File: src/rtl/wb_trace_pkg.sv
// wb_trace_pkg: shared types and constants for the writeback commit-trace unit
//   TRACE_* kinds : what architectural write a trace entry records
//   trace_entry_t : one FIFO entry (kind, GPR index, payload, cycle stamp)
package wb_trace_pkg;
    localparam int DROP_CNT_W = 16;
    localparam int CYCLE_MAX_W = 64;
    typedef enum logic [1:0] {
        TRACE_NONE = 2'd0,
        TRACE_REG  = 2'd1,
        TRACE_HILO = 2'd2
    } trace_kind_e;
    // The stamp field is sized for the widest supported counter; narrower
    // counters are zero-extended on the way in and truncated on the way out.
    typedef struct packed {
        trace_kind_e            kind;
        logic [4:0]             wd;
        logic [63:0]            data;
        logic [CYCLE_MAX_W-1:0] cycle;
    } trace_entry_t;
endpackage

File: src/rtl/trace_fifo_2w1r.sv
// trace_fifo_2w1r: trace-entry FIFO accepting up to two pushes and one pop per cycle
//   clk, rst, clear_i : clock, sync reset, sync flush
//   push0_i, data0_i  : first push, written at the tail
//   push1_i, data1_i  : second push, written at tail+1 (only together with push0_i)
//   pop_i             : advance the head (caller guarantees non-empty)
//   count_o           : number of stored entries, 0..DEPTH
//   head_o            : entry at the head pointer (first-word-fall-through)
module trace_fifo_2w1r
    import wb_trace_pkg::*;
#(
    parameter int DEPTH = 16,
    localparam int AW = $clog2(DEPTH)
) (
    input  logic         clk,
    input  logic         rst,
    input  logic         clear_i,
    input  logic         push0_i,
    input  logic         push1_i,
    input  logic         pop_i,
    input  trace_entry_t data0_i,
    input  trace_entry_t data1_i,
    output logic [AW:0]  count_o,
    output trace_entry_t head_o
);
    trace_entry_t mem_q [DEPTH];
    logic [AW-1:0] wr_q, wr_d, rd_q, rd_d;
    logic [AW:0] count_q, count_d;
    always_comb begin
        wr_d = wr_q + AW'(push0_i) + AW'(push1_i);
        rd_d = rd_q + AW'(pop_i);
        count_d = count_q + (AW+1)'(push0_i) + (AW+1)'(push1_i) - (AW+1)'(pop_i);
    end
    always_ff @(posedge clk) begin
        if (rst || clear_i) begin
            wr_q <= '0;
            rd_q <= '0;
            count_q <= '0;
        end else begin
            wr_q <= wr_d;
            rd_q <= rd_d;
            count_q <= count_d;
        end
    end
    // Storage is not reset: entries are only observable through count_q.
    always_ff @(posedge clk) begin
        if (push0_i) mem_q[wr_q] <= data0_i;
        if (push1_i) mem_q[wr_q + AW'(1)] <= data1_i;
    end
    assign count_o = count_q;
    assign head_o = mem_q[rd_q];
endmodule

File: src/rtl/wb_commit_trace.sv
// wb_commit_trace: captures writeback GPR and HI/LO commits into a cycle-stamped trace stream
//   clk, rst, clear_i        : clock, sync active-high reset, sync flush
//   wb_wreg_i/wd_i/wdata_i   : GPR write from writeback ($0 writes ignored)
//   wb_whilo_i/hi_i/lo_i     : HI/LO write from writeback
//   trace_valid_o/ready_i    : valid/ready handshake for the head entry
//   trace_kind/wd/data/cycle : head entry fields, zero while empty
//   overflow_o, drop_cnt_o   : sticky drop flag and saturating drop count
module wb_commit_trace
    import wb_trace_pkg::*;
#(
    parameter int DEPTH = 16,
    parameter int CYCLE_W = 32
) (
    input  logic                  clk,
    input  logic                  rst,
    input  logic                  clear_i,
    input  logic                  wb_wreg_i,
    input  logic [4:0]            wb_wd_i,
    input  logic [31:0]           wb_wdata_i,
    input  logic                  wb_whilo_i,
    input  logic [31:0]           wb_hi_i,
    input  logic [31:0]           wb_lo_i,
    output logic                  trace_valid_o,
    input  logic                  trace_ready_i,
    output logic [1:0]            trace_kind_o,
    output logic [4:0]            trace_wd_o,
    output logic [63:0]           trace_data_o,
    output logic [CYCLE_W-1:0]    trace_cycle_o,
    output logic                  overflow_o,
    output logic [DROP_CNT_W-1:0] drop_cnt_o
);
    localparam int AW = $clog2(DEPTH);
    logic [CYCLE_W-1:0] cycle_q, cycle_d;
    logic [DROP_CNT_W-1:0] drop_q, drop_d;
    logic [DROP_CNT_W:0] drop_sum;
    logic ovf_q, ovf_d;
    logic reg_ev, hilo_ev;
    logic [1:0] n_ev, n_push, n_drop;
    logic [AW:0] count, free;
    trace_entry_t reg_e, hilo_e, head;
    always_comb begin
        reg_ev = wb_wreg_i && (wb_wd_i != 5'd0);
        hilo_ev = wb_whilo_i;
        n_ev = {1'b0, reg_ev} + {1'b0, hilo_ev};
        // Space is judged on the registered count: a same-cycle pop never makes room.
        free = (AW+1)'(DEPTH) - count;
        n_push = (free >= (AW+1)'(2)) ? n_ev : (free != '0 && n_ev != 2'd0) ? 2'd1 : 2'd0;
        n_drop = n_ev - n_push;
        reg_e = '{kind: TRACE_REG, wd: wb_wd_i, data: {32'h0, wb_wdata_i}, cycle: CYCLE_MAX_W'(cycle_q)};
        hilo_e = '{kind: TRACE_HILO, wd: 5'd0, data: {wb_hi_i, wb_lo_i}, cycle: CYCLE_MAX_W'(cycle_q)};
        drop_sum = {1'b0, drop_q} + (DROP_CNT_W+1)'(n_drop);
        drop_d = drop_sum[DROP_CNT_W] ? '1 : drop_sum[DROP_CNT_W-1:0];
        ovf_d = ovf_q || (n_drop != 2'd0);
        cycle_d = cycle_q + CYCLE_W'(1);
    end
    // With a single push the surviving event always goes in slot 0, so REG
    // (when present) precedes HILO and a lone HILO is never dropped for room it has.
    trace_fifo_2w1r #(.DEPTH(DEPTH)) u_fifo (
        .clk     (clk),
        .rst     (rst),
        .clear_i (clear_i),
        .push0_i (n_push != 2'd0),
        .push1_i (n_push == 2'd2),
        .pop_i   (trace_valid_o && trace_ready_i),
        .data0_i (reg_ev ? reg_e : hilo_e),
        .data1_i (hilo_e),
        .count_o (count),
        .head_o  (head)
    );
    always_ff @(posedge clk) begin
        if (rst || clear_i) begin
            cycle_q <= '0;
            drop_q <= '0;
            ovf_q <= 1'b0;
        end else begin
            cycle_q <= cycle_d;
            drop_q <= drop_d;
            ovf_q <= ovf_d;
        end
    end
    assign trace_valid_o = (count != '0);
    assign trace_kind_o = trace_valid_o ? head.kind : TRACE_NONE;
    assign trace_wd_o = trace_valid_o ? head.wd : 5'd0;
    assign trace_data_o = trace_valid_o ? head.data : 64'd0;
    assign trace_cycle_o = trace_valid_o ? CYCLE_W'(head.cycle) : '0;
    assign overflow_o = ovf_q;
    assign drop_cnt_o = drop_q;
endmodule
File: config.mk
export PLATFORM = sky130hd
export DESIGN_NAME = wb_commit_trace
export DESIGN_NICKNAME = d
export VERILOG_FILES = /design/src/rtl/wb_trace_pkg.sv /design/src/rtl/trace_fifo_2w1r.sv /design/src/rtl/wb_commit_trace.sv
export SDC_FILE = /design/constraint.sdc
export NUM_CORES = 2
export LEC_CHECK = 0
export ABC_AREA = 1
export BUFFER_PORTS_ARGS = -buffer_cell sky130_fd_sc_hd__buf_2
export CAP_MARGIN = 30
export CORE_UTILIZATION = 35
export DETAILED_ROUTE_END_ITERATION = 16
export PLACE_DENSITY = 0.52
export SYNTH_ARGS = -nofsm -noshare
export SYNTH_HDL_FRONTEND = slang
export SYNTH_SLANG_ARGS = --single-unit
export TNS_END_PERCENT = 30
File: constraint.sdc
create_clock -name clk -period 8.95 [get_ports clk]
set_input_delay 1.79 -clock clk [delete_from_list [all_inputs] [get_ports clk]]
set_output_delay 1.79 -clock clk [all_outputs]
set_load 0.005 [all_outputs]
==> impl_results.md <==
* Clock slew at reported path FFs at 60 ps
* DIE WIDTH at 481 µm
* Vias in the first global route at 63200
* Setup TNS at 0 ps
* Tot Pwr at 0.0231 W
* Hold Fails Final Rpt at 0
* Final ANT Viol Nets at 0
* Drc violations at 0
* DR WL/cell at 28.2 µm
* Seq/Total Area, Yosys at 0.618
* Grt ovf at 0
* Ports at 228
* Clk pwr share at 0.328
* Top-area cell type share of the netlist area at 0.574
* Largest net degree at the start of global routing at 204
* Post-CTS Setup Bufs at 0
* Type of the worst setup path: reg2out
* Pre-antenna DRT Iters at 6
* Yosys cell types at 37
* Initial antenna violation count at 10
* Crit path DAT at 4560 ps
* Crit-path max cell delay at 740 ps
* Post-Syn Area at 80300 µm²
* Maximum fanout along the worst path at 190
* Core Util, Final at 0.393
* H-tree levels at 4
* PwrDens at 258 nW/µm²
* Core Region at 228000 µm²
* Slew at the pin closest to its max-slew limit at 1110 ps
* Slew HR at 0.259
* CTS tree: yes
* GRT Overall Usage at 0.260
* Reg2Reg Depth at 23
* Hold depth at 2
* Initial Util at 0.353
* Leakage power at 29.6 nW
* DP Wirelength at 167 mm
* Clk sinks at 1710
* PortBufs at 227
* Worst EP required at 7160 ps
* Hold Crit Class: reg2reg
* Global-route wire length before repair at 445 mm
* Cts repair resizes at 0
* Switching Fraction at 0.347
* Number of synthesized register bits at 1710
* Dpl cells at 10700
* CTS Hold Bufs at 0
* Total CTS buffers at 188
* Min Tclk post-route at 6350 ps
* Internal at 0.0151 W
* CP endpoint kind: output port
* Comb power frac at 0.253
* Iteration-0 DRC Markers at 8615
* Max_cap viols at 0
* Synth area leaders: edfxtp_1 57%, nor2_1 8.8%, o21ai_0 6.6%, o22ai_1 6.3%, dfxtp_1 4.3%
* Vias at 66400
* Gate Count Post-Synth at 8145
* Layout cell share with drive strength beyond 1 at 0.0924
* Slowest CP cell: buf_4
* Setup violations, final at 0
* Syn_nets at 8273
* Max VDD drop at 0.281 mV
* Worst path cell trace: buf_12 -> buf_4 -> o21ai_0 -> o211ai_1 -> nand3_1 -> a21oi_1 -> buf_2
* Worst clock skew at 59.1 ps
* Outcome: complete, no violations
* RSZ-0062 raised after global routing: no
* Non-Filler Instances at 11000
* DP Worst Slack at 2310 ps
* Worst skew pair latency at 860 ps
* DR vias/cell at 6.02
* Die area at 231000 µm²
* Layout fillers at 22500
* Seq pwr share at 0.420
* Synth area leader: edfxtp_1
* Row count at 175
* Achievable Freq at 157 MHz
* Clock Path Buffers at 3
* Crit start category: flip-flop
* Final Cycle Share at 0.710
* Detailed Route WL at 311 mm
* DIE HEIGHT at 481 µm
* Net switching power at 0.00802 W
* Routability-driven placement congestion ratio at 0.828
* Syn_area_per_cell at 9.86 µm²
* Final Max Slew Viols at 0
* Root Buffer: clkbuf_16
* Synth warn at 0
* Area Growth Syn to Fin at 11.4%
* Final WS setup at 2600 ps
* Nets@finish at 7992
cell usage in the layout (no fill, tap or decap), types with 5 or more instances in the layout:
| cell | count |
|---|---|
| inv_16 | 5 |
| nand4_1 | 7 |
| nor3_1 | 21 |
| a21oi_1 | 236 |
| ha_1 | 17 |
| xor2_1 | 9 |
| o21ai_0 | 1061 |
| o221ai_1 | 9 |
| nand3_1 | 322 |
| o211ai_1 | 385 |
| nand2_2 | 7 |
| clkinv_2 | 24 |
| o21ai_1 | 46 |
| buf_8 | 5 |
| clkinv_1 | 79 |
| o22ai_1 | 813 |
| nor2_2 | 13 |
| buf_4 | 110 |
| buf_12 | 12 |
| inv_2 | 27 |
| buf_2 | 227 |
| dfxtp_1 | 170 |
| nor2_1 | 1883 |
| nand2_1 | 417 |
| edfxtp_1 | 1536 |
| inv_1 | 186 |
| nand2_4 | 30 |
| o21ai_2 | 16 |
| clkbuf_1 | 67 |
| clkinv_8 | 5 |
| clkbuf_8 | 19 |
| buf_16 | 11 |
| clkbuf_16 | 190 |
| nand3_4 | 16 |
cell type report:
type / instances / area, µm² / share of cell area
flip-flops and latches: 1710 / 49600 / 0.555
multi-input cells: 5327 / 26600 / 0.297
clock inverters: 69 / 589 / 0.00659
inverters: 270 / 1050 / 0.0118
well taps: 3009 / 3760 / 0.0421
repair buffers: 367 / 2600 / 0.0291
clock buffers: 276 / 5270 / 0.0589
diodes: 3 / 7.51 / 0.0000839
power by group through the flow:
stage | clock, W | sequential [W] | combinational [W]
finish | 0.00757 | 0.00969 | 0.00583
global route | 0.00792 | 0.00974 | 0.00620
CTS | 0.00761 | 0.00969 | 0.00573
detailed placement | 0 | 0.00985 | 0.00571
global placement | 0 | 0.00984 | 0.00566
floorplan | 0 | 0.00986 | 0.00310
cells in the mapped netlist, drive strengths merged:
cell type	n
o211ai	385
o22ai	813
o221ai	9
xor2	9
edfxtp	1536
buf	332
nor3b	1
nor3	21
nand3	341
inv	217
nor2	1896
nand4	7
o31ai	1
a21oi	236
xnor2	4
nand2	454
clkinv	53
clkbuf	506
ha	18
o21a	2
o2111ai	1
fa	3
o21ai	1123
dfxtp	174
or2	1
nor4	2
critical path: cells and delay by family, from the launching register on:
family / cells / cell delay [ps]
AOI/OAI and AO/OA: 3 / 1000
buffers and inverters: 3 / 1630
DFF: 1 / 690
and+or+nand+nor: 1 / 250
cells by family (layout without fill, tap and decap cells):
family | after synthesis | count (layout) | synth area share
simple gates | 2723 | 2723 | 0.135
compound gates | 2570 | 2570 | 0.185
flops | 1710 | 1710 | 0.618
buf+inv | 1108 | 982 | 0.0572
fa+ha+maj | 21 | 21 | 0.00355
xor+xnor | 13 | 13 | 0.00142
other cells | 0 | 3 | 0
final timing paths:
kind / from / endpoint / slack (ps)
worst min-delay path: u_fifo.mem_q[0][134] / u_fifo.mem_q[0][134] / 460
worst max register to register: u_fifo.count_o[1] / drop_cnt_o[9] / 3380
worst min register to register: u_fifo.mem_q[0][134] / u_fifo.mem_q[0][134] / 460
worst max-delay path: u_fifo.rd_q[0] / trace_wd_o[0] / 2600
flip-flops by register name (all words and copies together) (netlist names):
register,cells
overflow_o,1
u_fifo.rd_q,4
u_fifo.mem_q,1648
u_fifo.wr_q,4
cycle_q,32
drop_cnt_o,16
u_fifo.count_o,5
per-layer routing:
| layer | GRT usage | part of all wire |
|---|---|---|
| met1 | 0.354 | 0.41 |
| met2 | 0.410 | 0.46 |
| met3 | 0.0470 | 0.094 |
| met4 | 0.103 | 0.040 |
| met5 | 0 | 0.00030 |
metrics by stage:
step / hold WS [ps] / cell area [µm²]
3_5_place_dp: 448 / 83500
2_1_floorplan: 422 / 80300
3_3_place_gp: 439 / 83200
5_1_grt: 474 / 89500
4_1_cts: 457 / 89400
6_report: 459 / 89500
Note: power is estimated with default switching activity, not from simulation.
